[src/rtl/mosaic_pkg.sv]
// mosaic_pkg: shared pixel/SAD types, search states and size helpers for the mosaic block-matching stage
package mosaic_pkg;
  typedef enum logic [1:0] {LOAD_ROI, LOAD_POI, SEARCH, DONE} search_state_t;
  function automatic int clog_w(input int n);
    return n > 1 ? $clog2(n) : 1;
  endfunction
  function automatic int poi_n(input int pd, input int pw);
    return pd * pw;
  endfunction
  function automatic int noff(input int rd, input int rw, input int pd, input int pw);
    return (rd - pd + 1) * (rw - pw + 1);
  endfunction
  function automatic int sad_w(input int pix_w, input int pd, input int pw);
    return pix_w + $clog2(pd * pw) + 1;
  endfunction
  localparam int DEF_PIX_W = 8;
  typedef logic [DEF_PIX_W-1:0] pixel_t;
  typedef logic [sad_w(DEF_PIX_W, 4, 4)-1:0] sad_t;
endpackage

[src/rtl/sad_accum.sv]
// sad_accum: abs-diff accumulator with running best-offset tracker; SAD_EARLY_EXIT_EN exposes an early-exit flag
module sad_accum #(
  parameter int PIX_W = 8,
  parameter int SAD_W = 13,
  parameter int ROW_W = 2,
  parameter int COL_W = 2
) (
  input  logic             clk,
  input  logic             reset,
  input  logic             clear,
  input  logic             en,
  input  logic             last,
  input  logic [PIX_W-1:0] roi_pix,
  input  logic [PIX_W-1:0] poi_pix,
  input  logic [ROW_W-1:0] row,
  input  logic [COL_W-1:0] col,
`ifdef SAD_EARLY_EXIT_EN
  output logic             early_exit,
`endif
  output logic [SAD_W-1:0] best_sad,
  output logic [ROW_W-1:0] best_row,
  output logic [COL_W-1:0] best_col
);
  logic [SAD_W-1:0] acc_q, acc_d, best_sad_q, best_sad_d, sum;
  logic [ROW_W-1:0] best_row_q, best_row_d;
  logic [COL_W-1:0] best_col_q, best_col_d;
  logic [PIX_W-1:0] diff;
  assign diff = roi_pix > poi_pix ? roi_pix - poi_pix : poi_pix - roi_pix;
  assign sum = acc_q + SAD_W'(diff);
`ifdef SAD_EARLY_EXIT_EN
  assign early_exit = en && acc_q >= best_sad_q;
`endif
  always_comb begin
    acc_d = acc_q;
    best_sad_d = best_sad_q;
    best_row_d = best_row_q;
    best_col_d = best_col_q;
    if (clear) begin
      acc_d = '0;
      best_sad_d = '1;
      best_row_d = '0;
      best_col_d = '0;
    end
`ifdef SAD_EARLY_EXIT_EN
    else if (early_exit) acc_d = '0;
`endif
    else if (en && last) begin
      acc_d = '0;
      if (sum < best_sad_q) begin
        best_sad_d = sum;
        best_row_d = row;
        best_col_d = col;
      end
    end else if (en) acc_d = sum;
  end
  always_ff @(posedge clk) begin
    if (reset) begin
      acc_q <= '0;
      best_sad_q <= '1;
      best_row_q <= '0;
      best_col_q <= '0;
    end else begin
      acc_q <= acc_d;
      best_sad_q <= best_sad_d;
      best_row_q <= best_row_d;
      best_col_q <= best_col_d;
    end
  end
  assign best_sad = best_sad_q;
  assign best_row = best_row_q;
  assign best_col = best_col_q;
endmodule

[src/rtl/poi_sad_search.sv]
// poi_sad_search: buffers an ROI and a POI, then finds the lowest-SAD POI placement (SAD_EARLY_EXIT_EN skips losing offsets)
module poi_sad_search import mosaic_pkg::*; #(
  parameter int ROI_DEPTH = 6,
  parameter int ROI_WIDTH = 6,
  parameter int POI_DEPTH = 4,
  parameter int POI_WIDTH = 4,
  parameter int PIX_W = 8,
  localparam int ROW_W = clog_w(ROI_DEPTH - POI_DEPTH + 1),
  localparam int COL_W = clog_w(ROI_WIDTH - POI_WIDTH + 1),
  localparam int SAD_W = sad_w(PIX_W, POI_DEPTH, POI_WIDTH)
) (
  input  logic             clk,
  input  logic             reset,
  input  logic [PIX_W-1:0] in_pix,
  input  logic             in_valid,
  output logic             in_ready,
  output logic             out_valid,
  input  logic             out_ready,
  output logic [ROW_W-1:0] out_row,
  output logic [COL_W-1:0] out_col,
  output logic [SAD_W-1:0] out_sad,
  output logic             busy
);
  localparam int ROI_N = ROI_DEPTH * ROI_WIDTH;
  localparam int POI_N = poi_n(POI_DEPTH, POI_WIDTH);
  localparam int LD_W = clog_w(ROI_N);
  localparam int PA_W = clog_w(POI_N);
  localparam int PR_W = clog_w(POI_DEPTH);
  localparam int PC_W = clog_w(POI_WIDTH);
  localparam logic [LD_W-1:0] ROI_LAST = LD_W'(ROI_N - 1);
  localparam logic [LD_W-1:0] POI_LAST = LD_W'(POI_N - 1);
  localparam logic [ROW_W-1:0] ROW_MAX = ROW_W'(ROI_DEPTH - POI_DEPTH);
  localparam logic [COL_W-1:0] COL_MAX = COL_W'(ROI_WIDTH - POI_WIDTH);
  localparam logic [PR_W-1:0] PR_MAX = PR_W'(POI_DEPTH - 1);
  localparam logic [PC_W-1:0] PC_MAX = PC_W'(POI_WIDTH - 1);
  search_state_t state_q, state_d;
  logic [LD_W-1:0] ld_q, ld_d;
  logic [ROW_W-1:0] oy_q, oy_d;
  logic [COL_W-1:0] ox_q, ox_d;
  logic [PR_W-1:0] pr_q, pr_d;
  logic [PC_W-1:0] pc_q, pc_d;
  logic [PIX_W-1:0] roi_q [ROI_N];
  logic [PIX_W-1:0] roi_d [ROI_N];
  logic [PIX_W-1:0] poi_q [POI_N];
  logic [PIX_W-1:0] poi_d [POI_N];
  logic [LD_W-1:0] roi_addr;
  logic [PA_W-1:0] poi_addr;
  logic beat, pix_last, off_last, skip, clear;
  logic [SAD_W-1:0] best_sad;
  logic [ROW_W-1:0] best_row;
  logic [COL_W-1:0] best_col;
  assign in_ready = state_q == LOAD_ROI || state_q == LOAD_POI;
  assign busy = state_q == SEARCH;
  assign out_valid = state_q == DONE;
  assign out_row = out_valid ? best_row : '0;
  assign out_col = out_valid ? best_col : '0;
  assign out_sad = out_valid ? best_sad : '0;
  assign beat = in_valid && in_ready;
  assign clear = out_valid && out_ready;
  assign pix_last = pr_q == PR_MAX && pc_q == PC_MAX;
  assign off_last = oy_q == ROW_MAX && ox_q == COL_MAX;
  assign roi_addr = LD_W'((int'(oy_q) + int'(pr_q)) * ROI_WIDTH + int'(ox_q) + int'(pc_q));
  assign poi_addr = PA_W'(int'(pr_q) * POI_WIDTH + int'(pc_q));
`ifdef SAD_EARLY_EXIT_EN
  logic early_exit;
  assign skip = early_exit;
`else
  assign skip = 1'b0;
`endif
  sad_accum #(.PIX_W(PIX_W), .SAD_W(SAD_W), .ROW_W(ROW_W), .COL_W(COL_W)) u_acc (
    .clk(clk),
    .reset(reset),
    .clear(clear),
    .en(busy),
    .last(pix_last),
    .roi_pix(roi_q[roi_addr]),
    .poi_pix(poi_q[poi_addr]),
    .row(oy_q),
    .col(ox_q),
`ifdef SAD_EARLY_EXIT_EN
    .early_exit(early_exit),
`endif
    .best_sad(best_sad),
    .best_row(best_row),
    .best_col(best_col)
  );
  always_comb begin
    state_d = state_q;
    ld_d = ld_q;
    oy_d = oy_q;
    ox_d = ox_q;
    pr_d = pr_q;
    pc_d = pc_q;
    roi_d = roi_q;
    poi_d = poi_q;
    case (state_q)
      LOAD_ROI: if (beat) begin
        roi_d[ld_q] = in_pix;
        ld_d = ld_q == ROI_LAST ? '0 : ld_q + 1'b1;
        if (ld_q == ROI_LAST) state_d = LOAD_POI;
      end
      LOAD_POI: if (beat) begin
        poi_d[PA_W'(ld_q)] = in_pix;
        ld_d = ld_q == POI_LAST ? '0 : ld_q + 1'b1;
        if (ld_q == POI_LAST) state_d = SEARCH;
      end
      SEARCH: if (pix_last || skip) begin
        pr_d = '0;
        pc_d = '0;
        ox_d = ox_q == COL_MAX ? '0 : ox_q + 1'b1;
        if (ox_q == COL_MAX) oy_d = oy_q == ROW_MAX ? '0 : oy_q + 1'b1;
        if (off_last) state_d = DONE;
      end else begin
        pc_d = pc_q == PC_MAX ? '0 : pc_q + 1'b1;
        if (pc_q == PC_MAX) pr_d = pr_q + 1'b1;
      end
      DONE: if (out_ready) state_d = LOAD_ROI;
    endcase
  end
  always_ff @(posedge clk) begin
    if (reset) begin
      state_q <= LOAD_ROI;
      ld_q <= '0;
      oy_q <= '0;
      ox_q <= '0;
      pr_q <= '0;
      pc_q <= '0;
    end else begin
      state_q <= state_d;
      ld_q <= ld_d;
      oy_q <= oy_d;
      ox_q <= ox_d;
      pr_q <= pr_d;
      pc_q <= pc_d;
    end
  end
  always_ff @(posedge clk) begin
    roi_q <= roi_d;
    poi_q <= poi_d;
  end
endmodule
[config.mk]
export PLATFORM = sky130hd
export DESIGN_NAME = poi_sad_search
export DESIGN_NICKNAME = d
export VERILOG_FILES = /design/src/rtl/mosaic_pkg.sv /design/src/rtl/sad_accum.sv /design/src/rtl/poi_sad_search.sv
export SDC_FILE = /design/constraint.sdc
export NUM_CORES = 1
export LEC_CHECK = 0
export BUFFER_PORTS_ARGS = -buffer_cell sky130_fd_sc_hd__buf_2
export CAP_MARGIN = 30
export CORE_MARGIN = 2
export CORE_UTILIZATION = 30
export DETAILED_ROUTE_END_ITERATION = 8
export GPL_TIMING_DRIVEN = 1
export HOLD_SLACK_MARGIN = 0.12
export PLACE_DENSITY = 0.54
export SLEW_MARGIN = 20
export SYNTH_ARGS = -nofsm -noshare
export SYNTH_HDL_FRONTEND = slang
export SYNTH_SLANG_ARGS = --single-unit
[constraint.sdc]
create_clock -name clk -period 21.5 [get_ports clk]
set_input_delay 4.3 -clock clk [delete_from_list [all_inputs] [get_ports clk]]
set_output_delay 4.3 -clock clk [all_outputs]
set_load 0.005 [all_outputs]
Word-level counts from Yosys, hierarchy flattened
Cells that the tools add are included.
{"block": "totals", "wordCells": 159, "regBits": 462}
{"block": "op_classes", "reduce_logical": 21, "muxes": 35, "n_lt_le_gt_ge": 8, "addsub": 12, "bitwise": 4, "multipliers": 1, "n_eq_ne": 16}
{"op": "bitwise mux 288 bit", "count": 1}
{"op": "bitwise mux 128 bit", "count": 1}
{"op": "two-way mux 8 bit", "count": 7}
{"op": "binary-select mux 8 bit (select 6 bit)", "count": 1}
{"op": "demux 8 bit (select 6 bit)", "count": 1}
{"op": "binary-select mux 8 bit (select 4 bit)", "count": 1}
{"op": "demux 8 bit (select 4 bit)", "count": 1}
{"op": "two-way mux 2 bit", "count": 15}
{"op": "two-way mux 6 bit", "count": 4}
{"op": "subtractor 8 bit", "count": 2}
{"op": ">= comparator 7 bit, second input constant", "count": 2}
{"op": "inverter 6 -> 7 bit", "count": 2}
{"op": "adder 13 x 8 -> 13 bit", "count": 1}
{"op": "< comparator 13 bit", "count": 1}
{"op": "two-way mux 13 bit", "count": 1}
{"op": "adder 6 x 2 -> 6 bit", "count": 2}
{"op": "== test 2 bit, second input constant", "count": 6}
{"op": "case mux 6 bit (2 select lines)", "count": 1}
{"op": ">= comparator 5 bit, second input constant", "count": 2}
{"op": "inverter 4 -> 5 bit", "count": 2}
{"op": "AND reduction 2 bit", "count": 5}
{"op": "adder 2 x 1 -> 2 bit, second input constant", "count": 4}
{"op": "greater-than comparator 8 bit", "count": 1}
{"op": "inequality test 2 bit, second input constant", "count": 4}
{"op": "19 further kinds", "count": 29}

Depth between registers and ports, before layout
Gate-level depths: netlist of run 1.
{"block": "logic_depth", "word_depth": 13, "mapped_depth": 40, "mapped_depth_nobuf": 37}

Hierarchy
From an unflattened synthesis of run 1, not the netlist that was laid out.
{"block": "hier_totals", "cells_unflattened": 1198, "area_unflattened_um2": 20124.3}
{"module": "poi_sad_search", "n_inst": 1, "area_per_inst_um2": 17579.4, "cells_each": 898, "seq_area_each_um2": 12812.3}
{"module": "sad_accum", "n_inst": 1, "area_per_inst_um2": 2544.9, "cells_each": 300, "seq_area_each_um2": 600.6}

Least setup slack after synthesis of run 1
OpenSTA, ideal clock, no wires.
{"block": "synth_timing", "kind": "register to register", "startpoint": "register pr_q[1]", "endpoint": "register u_acc.best_sad_q[0] (netlist: u_acc.best_sad[0])", "path_buffers": 3, "required_ps": 21370, "path_stages_with_launch": 33, "period_less_slack_ps": 8528, "path_slack_ps": 12972, "setup_ps": 130, "arrival_time_ps": 8399, "path_cell_list": "dfxtp_1 -> clkbuf_1 -> inv_1 -> fa_1 -> inv_1 -> ha_1 -> fa_1 -> xor2_1 -> buf_2 -> mux4_2 -> o2111ai_1 -> o21ai_0 -> ha_1 -> a211oi_1 -> o21bai_1 -> o21ai_2 -> mux2i_1 -> a21boi_0 -> o21ai_0 -> xor2_1 -> ha_1 -> a2111oi_0 -> o21ai_0 -> a31oi_1 -> xnor2_1 -> ha_1 -> nor2b_1 -> o21ai_0 -> o211ai_1 -> a21oi_2 -> buf_2 -> mux2i_1 -> nand2_1"}
{"block": "synth_via", "elab_chain_len": 13}
{"element": "start, declared", "line": "poi_sad_search.sv:40", "source": "logic [PR_W-1:0] pr_q, pr_d;"}
{"element": "start signal, assigned", "line": "poi_sad_search.sv:133", "source": "pr_q <= pr_d;"}
{"element": "adder 2 x 2 -> 3 bit", "line": "poi_sad_search.sv:62", "source": "assign roi_addr = LD_W'((int'(oy_q) + int'(pr_q)) * ROI_WIDTH + int'(ox_q) + int'(pc_q));"}
{"element": "multiplier 3 x 2 -> 5 bit", "line": "poi_sad_search.sv:62"}
{"element": "adder 6 x 2 -> 6 bit (2 in series)", "line": "poi_sad_search.sv:62"}
{"element": "inverter 6 -> 7 bit (implied by the code)", "line": "poi_sad_search.sv:76", "source": ".roi_pix(roi_q[roi_addr]),"}
{"element": "binary-select mux 8 bit (select 6 bit)", "line": "poi_sad_search.sv:76"}
{"element": "two-way mux 8 bit (implied by the code) (2 in series)", "line": "poi_sad_search.sv:76"}
{"element": "subtractor 8 bit or greater-than comparator 8 bit (tied branches)", "line": "sad_accum.sv:28", "source": "assign diff = roi_pix > poi_pix ? roi_pix - poi_pix : poi_pix - roi_pix;"}
{"element": "two-way mux 8 bit (*)", "line": "sad_accum.sv:28"}
{"element": "adder 13 x 8 -> 13 bit (*)", "line": "sad_accum.sv:29", "source": "assign sum = acc_q + SAD_W'(diff);"}
{"element": "via u_acc.sum[11]", "line": "sad_accum.sv:24", "source": "logic [SAD_W-1:0] acc_q, acc_d, best_sad_q, best_sad_d, sum;"}
{"element": "< comparator 13 bit (*)", "line": "sad_accum.sv:49", "source": "if (sum < best_sad_q) begin"}
{"element": "AND reduction 2 bit (no source line) (*)"}
{"element": "end signal, assigned", "line": "sad_accum.sv:64", "source": "best_sad_q <= best_sad_d;"}
{"element": "end, declared", "line": "sad_accum.sv:24"}
The timed path passes the listed nets; every way through them passes the cells marked *. The select of a mux whose other input is x is not followed.
A chain may end at the register's enable or synchronous reset.

Worst setup path after layout of run 1
{"block": "layout_timing", "startpoint": "register pr_q[0]", "endpoint": "register u_acc.best_sad_q[12] (netlist: u_acc.best_sad[12])"}
The elaborated chain is that of the path after synthesis.

==> results.tsv, run 1 <==
metric	value	unit
clock tree root buffer cell	sky130_fd_sc_hd__clkbuf_16	
time the worst path needs with I/O delays and setup	9.646	ns
async set-reset flop share out of synthesis	0	%
clock slew at the register clock pins of the worst setup and hold paths	0.06	ns
total standard cell area after synthesis	19710	sq um
synthesized area per cell	16.73	sq um
clock latency at the later pin of the worst-skew pair	0.59	ns
fraction of the cycle the final worst path needs	44.86	%
Syn Nets	1250	
via count of the first global-routing pass	10650	
Cell Int Power	1.541	mW
count of endpoints failing setup in the final report	0	
largest net degree at the start of global routing	53	
Port Buffer Count	31	
CTS tree	built	
Buf+Inv Stages, Crit Path	4	
Pins Over Slew Limit	0	
area share of the largest cell type after synthesis	63.37	%
combinational cell fraction of total power	12.5	%
setup repair after global routing missed its margin	false	
P_sw	0.5068	mW
cell area after placement	20860	sq um
number of instances in the synthesized netlist	1178	
count of hold buffers inserted by post-cts repair	0	
via density per instance	4.850	
most used flip-flop cell after synthesis	sky130_fd_sc_hd__edfxtp_1	
Post-synth EDFFs	416	
final-stage net count	1303	
Post-Route Utilization	34.86	%
number of standard-cell rows in the floorplan	93	
GR Overflow Total	0	
Final HPWL DP	28.81	mm
area growth from synthesis to final layout	14.40	%
total number of clock tree sinks	462	
fmax	103.7	MHz
power density of the placed cells	90.80	nW/um^2
final routed DRC violation total	0	
largest fanout of any net on the critical path	15	
VDD IR max	65.81	uV
fraction of the yosys area taken by sequential cells	68.04	%
crit path DAT	10.11	ns
antenna violations before repair	1	
number of maximum-capacitance violations	0	
hold path startpoint	u_acc.best_row[1]	
gate family responsible for the most delay along the worst path	compound AO/OA/AOI/OAI gates	
wire length reported by the detailed router	44.74	mm
initial cell density of the core	30.47	%
wire length of the first global-routing pass	67.94	mm
TritonCTS Buffers	46	
Crit. End Element	register	
peak per-stage delay on the critical path	0.64	ns
net switching fraction of the power	24.75	%
required arrival time at the worst endpoint	21.97	ns
Slew @ Worst Pin	1.011	ns
buffers inserted by post-CTS timing repair	0	
number of antenna cells inserted	0	
Yosys Warn Count	0	
global-route total usage across every layer	13.43	%
share of cells above drive strength 1	20.11	%
number of distinct library cell variants in the gate-level netlist after synthesis	54	
synth cell count leaders	416 x sky130_fd_sc_hd__edfxtp_1, 113 x sky130_fd_sc_hd__mux4_2, 105 x sky130_fd_sc_hd__nor2_1	
worst clock skew	0.01508	ns
standard cell with the maximum stage delay on the critical path	sky130_fd_sc_hd__dfxtp_1	
DR iter-0 viols	541	
most area-hungry cell type in the Yosys netlist	sky130_fd_sc_hd__edfxtp_1	
Non-Filler Cell Area, Final	22550	sq um
kind of start point of the critical path	register	
leading cell types by total area after synthesis	sky130_fd_sc_hd__edfxtp_1 63%, sky130_fd_sc_hd__mux4_2 13%, sky130_fd_sc_hd__dfxtp_1 4.7%	
register share of total power	48.7	%
clock tree buffer depth	3	
Routed Antenna Nets	0	
launch point of the critical path	pr_q[0]	
floorplan die area	67770	sq um
final weighted congestion in routability-driven placement	0.8366	
leakage component of the power	7.319	nW
vias after detailed routing	10300	
number of register bits inferred by synthesis	462	
final setup TNS	0	ns
detail-routed net length per standard cell	21.07	microns
Die X-Extent	260.3	microns
total power after layout	2.048	mW
clock network fraction of total power	38.8	%
origin of the critical flop-to-flop path	pr_q[0]	
count of TritonRoute iterations in the first routing pass	5	
outcome	finished clean	
IO Pins	32	
worst min-delay path class	register to register	
Placeable Area	64700	sq um
Max-slew headroom	32.33	%
total number of H-tree levels	2	
leading cell type by number of instances after synthesis	sky130_fd_sc_hd__edfxtp_1	
Die Ht	260.3	microns
number of gates resized after cts	0	
Crit Path Category	register to register	
Crit path top cell by count	sky130_fd_sc_hd__ha_1	
Final Hold Viols	0	
-- flip-flops by register name (all words and copies together) (netlist names) --
signal / flops
pr_q: 2
u_acc.best_row: 2
poi_q: 128
u_acc.best_col: 2
roi_q: 288
ld_q: 6
pc_q: 2
ox_q: 2
oy_q: 2
u_acc.acc_q: 13
u_acc.best_sad: 13
state_q: 2
-- through the flow --
step                      hold slack (ns)  worst slack [ns]  instances
after CTS                          0.4893             11.89       2111
after global placement             0.4715             12.27       2026
after floorplan                    0.4515             12.97       1178
after detailed placement           0.4745             11.92       2026
after global routing               0.5307             11.00       2123
final                              0.4860             11.85       2123
-- cell families (layout without fill, tap and decap cells) --
logic type / count (synthesis) / count (layout) / share of synthesized area (%)
multiplexers: 148 / 148 / 14.74
adder cells (fa/ha/maj): 60 / 60 / 4.075
buffers and inverters: 94 / 184 / 1.923
AND/OR/NAND/NOR: 277 / 277 / 6.322
flip-flops: 462 / 462 / 68.04
XOR/XNOR: 29 / 29 / 1.289
AO/OA/AOI/OAI: 108 / 108 / 3.605
-- worst paths after layout --
| check | endpoint | slack [ns] | depth (start not counted) |
|---|---|---|---|
| setup / recovery | u_acc.best_sad[12] | 11.85 | 34 |
| hold / removal | u_acc.best_row[1] | 0.49 | 2 |
| setup reg to reg | u_acc.best_sad[12] | 11.85 | 34 |
| hold reg to reg | u_acc.best_row[1] | 0.49 | 2 |
-- worst reg2reg max path, delay by kind of cell (launching register included) --
kind            cells  cell delay [ns]
mux                 1             0.34
compound gates     14             3.46
buf+inv             4             0.53
xor+xnor            3             1.04
fa+ha+maj           7             2.52
flops               1             0.64
simple gates        5             1.00
-- routing by layer --
| metal | global-route usage (%) | share of wire [%] | up-vias |
|---|---|---|---|
| li1 | - | - | 4685 |
| met1 | 17.37 | 43 | 5320 |
| met2 | 22.12 | 49 | 204 |
| met3 | 3.205 | 5.0 | 85 |
| met4 | 4.635 | 3.1 | 2 |
| met5 | 0 | 0.029 | - |
-- area by class of cell --
class                      count  area (sq um)
tap                          855          1070
sequential                   462         13410
fill                        6185         42150
clock buffer                  53          1199
inverter                      44         165.2
timing repair buffer          55         457.9
multi-input combinational    622          5963
clock inverter                32         281.5
-- power by group through the flow --
stage | clock (mW) | sequential [mW] | combinational (mW)
final | 0.795 | 0.997 | 0.255
after global routing | 0.848 | 0.998 | 0.287
after CTS | 0.818 | 0.998 | 0.256
after detailed placement | 0 | 1.02 | 0.254
after global placement | 0 | 1.02 | 0.250
after floorplan | 0 | 1.01 | 0.171
-- cells in the final DEF (no fill, tap or decap), types with 12 or more instances in the layout --
| cell | instances |
|---|---|
| sky130_fd_sc_hd__buf_2 | 31 |
| sky130_fd_sc_hd__and2_1 | 22 |
| sky130_fd_sc_hd__mux4_2 | 113 |
| sky130_fd_sc_hd__o21ai_0 | 18 |
| sky130_fd_sc_hd__a21oi_1 | 35 |
| sky130_fd_sc_hd__buf_4 | 16 |
| sky130_fd_sc_hd__nor3_1 | 12 |
| sky130_fd_sc_hd__dfxtp_1 | 45 |
| sky130_fd_sc_hd__nand2_1 | 73 |
| sky130_fd_sc_hd__xnor2_1 | 20 |
| sky130_fd_sc_hd__ha_1 | 51 |
| sky130_fd_sc_hd__clkbuf_16 | 47 |
| sky130_fd_sc_hd__edfxtp_1 | 416 |
| sky130_fd_sc_hd__nand3_1 | 30 |
| sky130_fd_sc_hd__inv_1 | 43 |
| sky130_fd_sc_hd__clkinv_1 | 12 |
| sky130_fd_sc_hd__mux2i_1 | 26 |
| sky130_fd_sc_hd__nor2_1 | 105 |
Power figures use the tool's default switching activity.
==> run 2, diff against run 1 <==
--- a/config.mk
+++ b/config.mk
@@ -5,6 +5,7 @@
 export SDC_FILE = /design/constraint.sdc
 export NUM_CORES = 1
 export LEC_CHECK = 0
+export ABC_AREA = 1
 export BUFFER_PORTS_ARGS = -buffer_cell sky130_fd_sc_hd__buf_2
 export CAP_MARGIN = 30
 export CORE_MARGIN = 2
==> constraint.sdc (replaced) <==
create_clock -name clk -period 9.35 [get_ports clk]
set_input_delay 1.87 -clock clk [delete_from_list [all_inputs] [get_ports clk]]
set_output_delay 1.87 -clock clk [all_outputs]
set_load 0.005 [all_outputs]
==> run 2 against run 1 <==
Utilization decreased by 0.70 points. Die area increased by 8.1%. Global-route usage increased by 1.5 points. Synthesized cell count increased by 80%. Register-to-register slack got worse by 11 ns. Critical endpoint is now u_acc.best_row[0]. Largest cell class unchanged. Largest power group unchanged.
==> results.tsv, run 2 <==
metric	value	unit	change
outcome	finished clean		
clock tree root buffer cell	sky130_fd_sc_hd__clkbuf_16		
number of fillers in the final layout	7088		+15%
total power after layout	4.376	mW	+110%
end of the worst hold path	u_acc.acc_q[2]		
final routed DRC violation total	0		unchanged
Routed Antenna Nets	0		unchanged
total area of sequential cells	13420	sq um	about the same
hold path startpoint	u_acc.acc_q[2]		
largest net degree at the start of global routing	82		+55%
Post-synth EDFFs	416		unchanged
Crit Path Category	register to register		
setup repair after global routing missed its margin	false		
total number of H-tree levels	2		unchanged
origin of the critical flop-to-flop path	pr_q[0]		
VDD IR max	131.4	uV	+100%
global-route total usage across every layer	14.90	%	+1.5 points
most used flip-flop cell after synthesis	sky130_fd_sc_hd__edfxtp_1		
Syn Nets	2197		+76%
worst min-delay path class	register to register		
Crit path top cell by count	sky130_fd_sc_hd__nand2_1		
detail-routed net length per standard cell	17.74	microns	-16%
registers with the highest flip-flop counts	roi_q: 288 flops, poi_q: 128 flops		
initial cell density of the core	30.40	%	-0.069 points
leading cell type by number of instances after synthesis	sky130_fd_sc_hd__nand2_1		
count of hold buffers inserted by post-cts repair	0		unchanged
DR iter-0 viols	1198		+120%
fmax	123.4	MHz	+19%
leading cell type in the layout, fill and taps excluded	sky130_fd_sc_hd__nand2_1		
number of distinct library cell variants in the gate-level netlist after synthesis	41		-24%
minimum setup slack among reg-to-reg paths	1.24	ns	-10.61 ns
Die Ht	270.6	microns	+3.9%
leakage component of the power	9.337	nW	+28%
Port Buffer Count	31		unchanged
Final HPWL DP	35.48	mm	+23%
required arrival time at the worst endpoint	9.83	ns	-12.14 ns
Max-slew headroom	36.58	%	+4.3 points
most area-hungry cell type in the Yosys netlist	sky130_fd_sc_hd__edfxtp_1		
via density per instance	4.725		-2.6%
floorplan die area	73230	sq um	+8.1%
clock slew at the register clock pins of the worst setup and hold paths	0.06	ns	about the same
number of antenna cells inserted	0		unchanged
largest reg by FF count	roi_q		
wire length of the first global-routing pass	85.13	mm	+25%
CTS tree	built		
time the worst path needs with I/O delays and setup	8.106	ns	-1.540 ns
GR Overflow Total	0		unchanged
most frequent cells in the layout	539 x sky130_fd_sc_hd__nand2_1, 416 x sky130_fd_sc_hd__edfxtp_1, 297 x sky130_fd_sc_hd__nor2_1		
IO Pins	32		unchanged
final-stage net count	2210		+70%
TritonCTS Buffers	49		+6.5%
total standard cell area after synthesis	21330	sq um	+8.2%
total number of clock tree sinks	462		unchanged
Yosys Warn Count	0		unchanged
final worst setup slack	1.244	ns	-10.61 ns
leading cell types by total area after synthesis	sky130_fd_sc_hd__edfxtp_1 59%, sky130_fd_sc_hd__nand2_1 9.5%, sky130_fd_sc_hd__nor2_1 5.2%		
number of gates resized after cts	0		unchanged
async set-reset flop share out of synthesis	0	%	unchanged
Die X-Extent	270.6	microns	+3.9%
kind of start point of the critical path	register		
peak per-stage delay on the critical path	0.57	ns	-0.07 ns
number of standard-cell rows in the floorplan	97		+4.3%
fraction of the yosys area taken by sequential cells	62.90	%	-5.1 points
wire length reported by the detailed router	55.33	mm	+24%
clock tree buffer depth	3		unchanged
antenna violations before repair	1		unchanged
Final Hold Viols	0		unchanged
max FFs per register	288		unchanged
standard cell with the maximum stage delay on the critical path	sky130_fd_sc_hd__fa_1		
count of cells along the worst hold path	2		unchanged
largest fanout of any net on the critical path	29		+14
power density of the placed cells	182.6	nW/um^2	+100%
area share of the largest cell type after synthesis	58.58	%	-4.8 points
final setup TNS	0	ns	unchanged
dpl ws	1.272	ns	-10.65 ns
synth cell count leaders	539 x sky130_fd_sc_hd__nand2_1, 416 x sky130_fd_sc_hd__edfxtp_1, 297 x sky130_fd_sc_hd__nor2_1		
share of cells above drive strength 1	7.163	%	-13 points
Slew @ Worst Pin	0.9477	ns	-0.06358 ns
buffers inserted by post-CTS timing repair	0		unchanged
synthesized area per cell	10.04	sq um	-40%
number of maximum-capacitance violations	0		unchanged
fraction of the cycle the final worst path needs	86.69	%	+42 points
worst clock skew	0.02533	ns	+0.01025 ns
via count of the first global-routing pass	14550		+37%
vias after detailed routing	14730		+43%
number of instances in the synthesized netlist	2125		+80%
final weighted congestion in routability-driven placement	0.8624		+3.1%
capture instance of the worst register-to-register path	u_acc.best_row[0]		
crit path DAT	8.59	ns	-1.52 ns
Placeable Area	70150	sq um	+8.4%
number of register bits inferred by synthesis	462		unchanged
Crit. End Element	register		
count of endpoints failing setup in the final report	0		unchanged
count of TritonRoute iterations in the first routing pass	5		unchanged
area growth from synthesis to final layout	12.36	%	
clock latency at the later pin of the worst-skew pair	0.61	ns	+0.02 ns
Pins Over Slew Limit	0		unchanged
Worst Reg-to-Reg Cells	42		+24%
area of combinational cells with multiple inputs	6651	sq um	+12%
[run 2: changes by cell type after synthesis, sizes merged, moves of 29 or more]
cell,before,now
o211ai,8,37
o21ai,20,137
buf,24,66
nand3,30,187
nor2,105,299
inv,43,189
nand2,73,545
mux4,113,0
[run 2: per-stage QoR]
step / util, % / hold slack [ns] / std cells / cell area (sq um)
floorplan: - / 0.4453 / 2125 / 21330
global placement: 31.76 / 0.4571 / 3024 / 22280
detailed placement: 31.81 / 0.4704 / 3026 / 22310
CTS: 34.15 / 0.4812 / 3117 / 23950
global route: 34.16 / 0.4983 / 3118 / 23960
finish: 34.16 / 0.4801 / 3118 / 23960
[run 2: report_power, final]
part | total [mW] | leakage, nW | internal [mW] | switching [mW]
combinational | 0.140 | 4.42 | 0.0348 | 0.106
sequential | 2.26 | 4.12 | 2.25 | 0.00253
clock | 1.98 | 0.798 | 1.15 | 0.831
total | 4.38 | 9.34 | 3.44 | 0.939
[run 2: worst max path at each step]
stage            start           endpoint  slack [ns]  depth (start not counted)
4_1_cts        pr_q[0]  u_acc.best_row[0]        1.25                         44
2_1_floorplan  pr_q[1]  u_acc.best_col[1]        2.91                         43
3_5_place_dp   pr_q[0]  u_acc.best_row[0]        1.27                         44
3_3_place_gp   pr_q[0]  u_acc.best_row[1]        1.41                         44
5_1_grt        pr_q[0]  u_acc.best_col[1]        0.51                         42
6_report       pr_q[0]  u_acc.best_row[0]        1.24                         42
[run 2: cell type report]
type / count / share of cell area (%)
multi-input combinational: 1381 / 27.76
sequential: 462 / 55.99
clock buffer: 63 / 5.509
tap: 940 / 4.908
inverter: 190 / 2.997
clock inverter: 28 / 1.337
timing repair buffer: 54 / 1.504
[run 2: routing by layer]
metal  GRT usage (%)  routed length [microns]  part of all wire, %  vias to the layer above
met1           20.09                    25080                   45                     7110
li1                -                        -                    -                     7189
met2           24.33                    25590                   46                      336
met5               0                       11                0.020                        -
met3           2.609                     3037                  5.5                       95
met4           4.783                     1616                  2.9                        2
[run 2: worst max-delay path: cells and delay by family, from the launching register on]
kind            cells  cell delay (ns)
compound gates      3             0.36
fa+ha+maj           8             3.01
buf+inv             9             1.74
flops               1             0.31
simple gates       22             2.56
[run 2: cell families (layout without fill, tap and decap cells)]
logic type                 count (synthesis)  count (layout)  share of synthesized area (%)
buffers and inverters                    282             335                          5.984
DFF                                      462             462                          62.90
AOI/OAI and AO/OA                        251             251                          6.589
xor gates and xnor gates                  16              16                         0.6571
adders and majority gates                 60              60                          3.767
and+or+nand+nor                         1054            1054                          20.11
